<file path="config.mk">
export PLATFORM = sky130hd
export DESIGN_NAME = ss_slot_ctrl_flat
export DESIGN_NICKNAME = d
export VERILOG_FILES = /design/src/rtl/ss_slot_if.sv /design/src/rtl/ss_slot_ctrl.sv /design/src/flat_wrapper.sv
export SDC_FILE = /design/constraint.sdc
export NUM_CORES = 1
export LEC_CHECK = 0
export ABC_AREA = 0
export CAP_MARGIN = 10
export CORE_MARGIN = 2
export CORE_UTILIZATION = 40
export CTS_CLUSTER_SIZE = 28
export DETAILED_ROUTE_END_ITERATION = 10
export GPL_TIMING_DRIVEN = 1
export PLACE_DENSITY_LB_ADDON = 0.2
export SLEW_MARGIN = 20
export SYNTH_ARGS = -nofsm -noshare
export SYNTH_HDL_FRONTEND = slang
export SYNTH_SLANG_ARGS = --single-unit
</file>
<file path="constraint.sdc">
create_clock -name clk -period 3.9 [get_ports clk]
set_input_delay 0.39 -clock clk [delete_from_list [all_inputs] [get_ports clk]]
set_output_delay 0.39 -clock clk [all_outputs]
set_load 0.02 [all_outputs]
</file>
<file path="src/rtl/ss_slot_if.sv">
// ss_slot_if: signal bundle between the OSD/core side and ss_slot_ctrl.
//   save_req/load_req : OSD save/load request levels, bit n = slot n
//   ss_busy           : core is executing a save/restore
//   ss_do_save/ss_do_restore : single-cycle commands to the core
//   ss_addr/ss_slot   : DDR base address and index of the active slot
//   busy/done/error   : controller status (done/error are one-cycle pulses)
//   slot_valid        : slot n holds a completed save
// master = OSD/core side, slave = the controller.
interface ss_slot_if #(
  parameter int unsigned SLOTS = 4
);
  logic [SLOTS-1:0] save_req;
  logic [SLOTS-1:0] load_req;
  logic             ss_busy;
  logic             ss_do_save;
  logic             ss_do_restore;
  logic [31:0]      ss_addr;
  logic [1:0]       ss_slot;
  logic             busy;
  logic             done;
  logic             error;
  logic [SLOTS-1:0] slot_valid;

  modport master (
    output save_req, load_req, ss_busy,
    input  ss_do_save, ss_do_restore, ss_addr, ss_slot,
           busy, done, error, slot_valid
  );

  modport slave (
    input  save_req, load_req, ss_busy,
    output ss_do_save, ss_do_restore, ss_addr, ss_slot,
           busy, done, error, slot_valid
  );
endinterface

</file>
<file path="src/rtl/ss_slot_ctrl.sv">
// ss_slot_ctrl: save-state slot controller between the OSD Save/Load State
// bits and the core's save-state ports. Level requests are edge-detected and
// turned into one-cycle ss_do_save/ss_do_restore commands; the command is
// tracked through the core's ss_busy handshake with start/done timeouts, and
// a per-slot valid bit records completed saves.
// Ports:
//   clk   : system clock
//   reset : synchronous, active-high
//   bus   : ss_slot_if.slave (requests, core handshake, status outputs)
module ss_slot_ctrl #(
  parameter int unsigned SLOTS         = 4,
  parameter logic [31:0] BASE_ADDR     = 32'h3E000000,
  parameter logic [31:0] SLOT_SIZE     = 32'h00200000,
  parameter logic [15:0] START_TIMEOUT = 16'd1024,
  parameter logic [23:0] DONE_TIMEOUT  = 24'hFFFFFF
) (
  input  logic      clk,
  input  logic      reset,
  ss_slot_if.slave  bus
);

  typedef enum logic [2:0] {
    IDLE,
    ISSUE,
    WAIT_START,
    WAIT_DONE,
    OK,
    FAIL
  } state_t;

  // Counter value in the last allowed cycle of each wait state.
  localparam logic [23:0] START_LAST = 24'(START_TIMEOUT) - 24'd1;
  localparam logic [23:0] DONE_LAST  = DONE_TIMEOUT - 24'd1;

  state_t           state_q, state_d;
  logic [23:0]      cnt_q, cnt_d;
  logic [1:0]       slot_q, slot_d;
  logic [31:0]      addr_q, addr_d;
  logic             op_save_q, op_save_d;
  logic             reject_q, reject_d;
  logic [SLOTS-1:0] valid_q, valid_d;

  logic [SLOTS-1:0] save_prev, load_prev;
  logic [SLOTS-1:0] save_rise, load_rise;
  logic [1:0]       win_idx;
  logic             win_found;

  assign save_rise = bus.save_req & ~save_prev;
  assign load_rise = bus.load_req & ~load_prev;

  // Any save rise beats any load rise; lowest index wins within a class.
  always_comb begin
    win_idx   = '0;
    win_found = 1'b0;
    if (|save_rise) begin
      for (int unsigned i = 0; i < SLOTS; i++) begin
        if (save_rise[i] && !win_found) begin
          win_idx   = 2'(i);
          win_found = 1'b1;
        end
      end
    end else begin
      for (int unsigned i = 0; i < SLOTS; i++) begin
        if (load_rise[i] && !win_found) begin
          win_idx   = 2'(i);
          win_found = 1'b1;
        end
      end
    end
  end

  always_comb begin
    state_d   = state_q;
    cnt_d     = cnt_q;
    slot_d    = slot_q;
    addr_d    = addr_q;
    op_save_d = op_save_q;
    reject_d  = 1'b0;
    valid_d   = valid_q;
    case (state_q)
      IDLE: begin
        if (win_found) begin
          slot_d    = win_idx;
          addr_d    = BASE_ADDR + 32'(win_idx) * SLOT_SIZE;
          op_save_d = |save_rise;
          // Loading an empty slot is rejected without bothering the core.
          if (!(|save_rise) && !valid_q[win_idx]) begin
            reject_d = 1'b1;
          end else begin
            state_d = ISSUE;
          end
        end
      end
      ISSUE: begin
        cnt_d   = '0;
        state_d = WAIT_START;
      end
      WAIT_START: begin
        if (bus.ss_busy) begin
          cnt_d   = '0;
          state_d = WAIT_DONE;
        end else if (cnt_q == START_LAST) begin
          state_d = FAIL;
        end else begin
          cnt_d = cnt_q + 24'd1;
        end
      end
      WAIT_DONE: begin
        if (!bus.ss_busy) begin
          state_d = OK;
        end else if (cnt_q == DONE_LAST) begin
          state_d = FAIL;
        end else begin
          cnt_d = cnt_q + 24'd1;
        end
      end
      OK: begin
        if (op_save_q) valid_d[slot_q] = 1'b1;
        state_d = IDLE;
      end
      FAIL: begin
        // A save that did not complete may have partially overwritten the slot.
        if (op_save_q) valid_d[slot_q] = 1'b0;
        state_d = IDLE;
      end
      default: state_d = IDLE;
    endcase
  end

  always_ff @(posedge clk) begin
    // Edge-detect history also loads during reset, so a level held through
    // reset release does not look like a new request.
    save_prev <= bus.save_req;
    load_prev <= bus.load_req;
    if (reset) begin
      state_q   <= IDLE;
      cnt_q     <= '0;
      slot_q    <= '0;
      addr_q    <= '0;
      op_save_q <= 1'b0;
      reject_q  <= 1'b0;
      valid_q   <= '0;
    end else begin
      state_q   <= state_d;
      cnt_q     <= cnt_d;
      slot_q    <= slot_d;
      addr_q    <= addr_d;
      op_save_q <= op_save_d;
      reject_q  <= reject_d;
      valid_q   <= valid_d;
    end
  end

  assign bus.ss_do_save    = (state_q == ISSUE) && op_save_q;
  assign bus.ss_do_restore = (state_q == ISSUE) && !op_save_q;
  assign bus.ss_addr       = addr_q;
  assign bus.ss_slot       = slot_q;
  assign bus.busy          = (state_q != IDLE);
  assign bus.done          = (state_q == OK);
  assign bus.error         = (state_q == FAIL) || reject_q;
  assign bus.slot_valid    = valid_q;

endmodule

</file>
<file path="src/flat_wrapper.sv">
// flat-port wrapper written by rule: the top's interface ports become plain ports
module ss_slot_ctrl_flat 
#(
  parameter int unsigned SLOTS         = 4,
  parameter logic [31:0] BASE_ADDR     = 32'h3E000000,
  parameter logic [31:0] SLOT_SIZE     = 32'h00200000,
  parameter logic [15:0] START_TIMEOUT = 16'd1024,
  parameter logic [23:0] DONE_TIMEOUT  = 24'hFFFFFF
)
  (clk, reset, bus_save_req, bus_load_req, bus_ss_busy, bus_ss_do_save, bus_ss_do_restore, bus_ss_addr, bus_ss_slot, bus_busy, bus_done, bus_error, bus_slot_valid);
  ss_slot_if #(.SLOTS(SLOTS)) bus_i ();
  input  logic clk;
  input  logic reset;
  input wire logic [$bits(bus_i.save_req)-1:0] bus_save_req;
  input wire logic [$bits(bus_i.load_req)-1:0] bus_load_req;
  input wire logic [$bits(bus_i.ss_busy)-1:0] bus_ss_busy;
  output wire logic [$bits(bus_i.ss_do_save)-1:0] bus_ss_do_save;
  output wire logic [$bits(bus_i.ss_do_restore)-1:0] bus_ss_do_restore;
  output wire logic [$bits(bus_i.ss_addr)-1:0] bus_ss_addr;
  output wire logic [$bits(bus_i.ss_slot)-1:0] bus_ss_slot;
  output wire logic [$bits(bus_i.busy)-1:0] bus_busy;
  output wire logic [$bits(bus_i.done)-1:0] bus_done;
  output wire logic [$bits(bus_i.error)-1:0] bus_error;
  output wire logic [$bits(bus_i.slot_valid)-1:0] bus_slot_valid;
  assign bus_i.save_req = bus_save_req;
  assign bus_i.load_req = bus_load_req;
  assign bus_i.ss_busy = bus_ss_busy;
  assign bus_ss_do_save = bus_i.ss_do_save;
  assign bus_ss_do_restore = bus_i.ss_do_restore;
  assign bus_ss_addr = bus_i.ss_addr;
  assign bus_ss_slot = bus_i.ss_slot;
  assign bus_busy = bus_i.busy;
  assign bus_done = bus_i.done;
  assign bus_error = bus_i.error;
  assign bus_slot_valid = bus_i.slot_valid;
  ss_slot_ctrl #(.SLOTS(SLOTS), .BASE_ADDR(BASE_ADDR), .SLOT_SIZE(SLOT_SIZE), .START_TIMEOUT(START_TIMEOUT), .DONE_TIMEOUT(DONE_TIMEOUT)) u_core (.clk(clk), .reset(reset), .bus(bus_i));
endmodule
</file>
==> qor.yml <==
run_status:
  status: "finished clean"
worst_setup_path:
  critPathKind: "reg -> reg"
  crit_path_max_fanout: 18
  startpoint_type: "register"
  slowest_stage: "and3_1"
  crit_required_ns: 4.12
  endpoint_kind: "register"
  cp_cell_sequence: "ha_1 > nor4b_1 > nand4_1 > o41ai_4 > and3_1 > nand2b_1 > a31oi_1"
  critPathMaxStageDelay_ns: 0.58
  cp.arrival_ns: 2.74
cts:
  cts_tree: "done"
  clkLatencyLatePin_ns: 0.30
  numClockSinks: 44
  cts-root-buf: "clkbuf_8"
  path_clk_slew_ns: 0.09
  cts-hold-fix-buffers: 0
  htree_levels: 2
  cts_setup_buffers: 0
  numCtsBuffers: 5
  cts-resized-gates: 0
  clockBufferDepth: 2
cells_and_area:
  area_delta_synth_final_pct: 10.7
  final_cell_area_mm2: 0.00284
  nNetsFinal: 343
  diodes: 0
  fill_cells: 655
  drive_gt1_frac: 0.0574
logic_synthesis:
  avgSynthCellArea_um2: 8.24
  synthTopCellsByArea: "dfxtp_1 (34%), buf_4 (9.4%), nand2_1 (4.7%), nor2_1 (3.8%), mux2i_1 (3.5%)"
  yosysTopAreaCellShare: 0.344
  synth_edf_count: 0
  synth-compound-area-share: 0.172
  synth_common_cells: "dfxtp_1 (44), buf_4 (32), nand2_1 (32)"
  synth-xor-area-share: 0.00683
  synthFlopType: "dfxtp_1"
  synth_top_family_by_area: "simple AND/OR/NAND/NOR gates"
  synthCells: 311
  ys_seq_elements: 44
  synth_adder_area_share: 0.00976
  yosys.area_share.simple: 0.305
  yosysMostFrequentCell: "dfxtp_1"
  netlist_area_mm2: 0.00256
  yosysTopAreaCell: "dfxtp_1"
  muxShareOfSynthArea: 0.0439
  ys.warnings.count: 0
  synth.yosys.seq_area_share: 0.344
  synth-async-reset-ratio: 0
  synthDistinctLibCells: 54
detailed_routing:
  ant_nets: 0
  via_per_inst: 5.37
  drt-initial-drc-count: 98
  dr.pass1.iters: 4
  drt-total-wl_mm: 5.57
  route.detailed.drc: 0
  vias: 2192
  routedWlPerCell_um: 13.7
sta:
  min_period_ns: 2.52
  rsz0062_at_grt: "false"
  fin_crit_sh: 0.646
  max_freq_ghz: 0.397
  setup_viol: 0
  worst_slack_ns: 1.38
  maxSlewViolCount: 0
  tightestPinTransition_ns: 0.830
  tns_ns: 0
  fin_skew_ns: 0.00498
  slew_headroom: 0.445
  hold_viol_final: 0
  whs_ns: 0.507
die:
  dieHeight_um: 84.1
  core.rowCount: 29
  start_util: 0.408
  ioPinCount: 54
  die_w_um: 84.1
  die-area_mm2: 0.00707
  core_mm2: 0.00628
placement:
  place_area_mm2: 0.00275
  hpwl_mm: 4.19
  port_buffers: 28
  gp_congestion: 0.811
  dp_slack_ns: 1.38
pwr:
  ir_drop_mv: 0.182
  pwr-share-clk: 0.243
  netSwitchingPower_uw: 444
  power.density_mw_per_mm2: 420
  power_switching_share: 0.373
  leakage_nw: 1.04
  p_comb_frac: 0.314
  internal_power_uw: 748
  seq_power_share: 0.443
global_routing:
  grt_use_met1: 0.222
  busiest_layer: "met2"
  grt.met3_usage: 0.0406
  grt_use_met2: 0.252
  overflow: 0
  grt_pass1_vias: 1975
  grt_max_degree: 19
  antenna_found_initial: 0
  grt_pass1_wl_mm: 9.47
  grt_usage: 0.164
job:
  drv_cap: 0
hold_path:
  hold_class: "reg -> reg"
-- through the flow --
stage                     instances  power (mW)   util
after floorplan                 335       0.839      -
after global placement          400       0.910  0.438
after detailed placement        400       0.912  0.438
after CTS                       408        1.20  0.452
after global routing            408        1.27  0.452
final                           408        1.19  0.452
-- flip-flops by register name (all words and copies together) (netlist names), named ones only --
signal and cells:
u_core.bus.ss_addr 2, u_core.bus.ss_slot 1, u_core.cnt_q 24, u_core.load_prev 4
u_core.op_save_q 1, u_core.reject_q 1, u_core.save_prev 4, u_core.state_q 3
-- cell type report --
type / count / area, um2 / area share
Clock inverter: 3 / 18.8 / 0.00661
Multi-Input combinational cell: 245 / 1470 / 0.518
Tap cell: 77 / 96.3 / 0.0340
Sequential cell: 44 / 881 / 0.310
Timing Repair Buffer: 28 / 280 / 0.0988
Clock buffer: 5 / 68.8 / 0.0243
Inverter: 6 / 22.5 / 0.00794
-- path summary, 6_finish.rpt --
path / endpoint / slack [ns] / cells after the start / startpoint
setup / recovery: u_core.cnt_q[9] / 1.38 / 7 / u_core.cnt_q[0]
hold / removal: u_core.bus.ss_addr[28] / 0.51 / 2 / u_core.bus.ss_addr[28]
setup reg to reg: u_core.cnt_q[9] / 1.38 / 7 / u_core.cnt_q[0]
hold reg to reg: u_core.bus.ss_addr[28] / 0.51 / 2 / u_core.bus.ss_addr[28]
-- cell families after synthesis --
| family | Yosys count |
|---|---|
| buffers and inverters | 46 |
| AOI/OAI and AO/OA | 63 |
| other | 1 |
| xor gates and xnor gates | 2 |
| DFF | 44 |
| and+or+nand+nor | 142 |
| muxes | 11 |
| adders and majority gates | 2 |
-- critical path: cells and delay by family, from the launching register on --
kind | cells | cell delay (ns)
flops | 1 | 0.40
fa+ha+maj | 1 | 0.27
simple gates | 4 | 1.24
compound gates | 2 | 0.53
-- cell usage in the layout (no fill, tap or decap), types with 8 or more instances in the layout --
master	netlist	layout
dfxtp_1	44	44
a21oi_1	16	16
clkdlybuf4s50_1	0	28
nand3_1	13	13
nand2_1	32	32
o21ai_1	9	9
nand2b_1	10	10
nor2_1	26	26
or3_1	8	8
conb_1	1	25
mux2i_1	9	9
-- routing by layer --
| layer | up-vias | wire [um] |
|---|---|---|
| li1 | 1112 | - |
| met1 | 1025 | 2700 |
| met2 | 48 | 2580 |
| met3 | 7 | 215 |
| met4 | 0 | 73 |
| met5 | - | 0 |
-- power by group through the flow --
stage | combinational (mW) | sequential [mW] | clock (mW)
3_5_place_dp | 0.374 | 0.538 | 0
5_1_grt | 0.408 | 0.536 | 0.326
4_1_cts | 0.377 | 0.527 | 0.301
3_3_place_gp | 0.373 | 0.537 | 0
6_report | 0.374 | 0.528 | 0.290
2_1_floorplan | 0.315 | 0.525 | 0
Note: power is estimated with default switching activity, not from simulation.
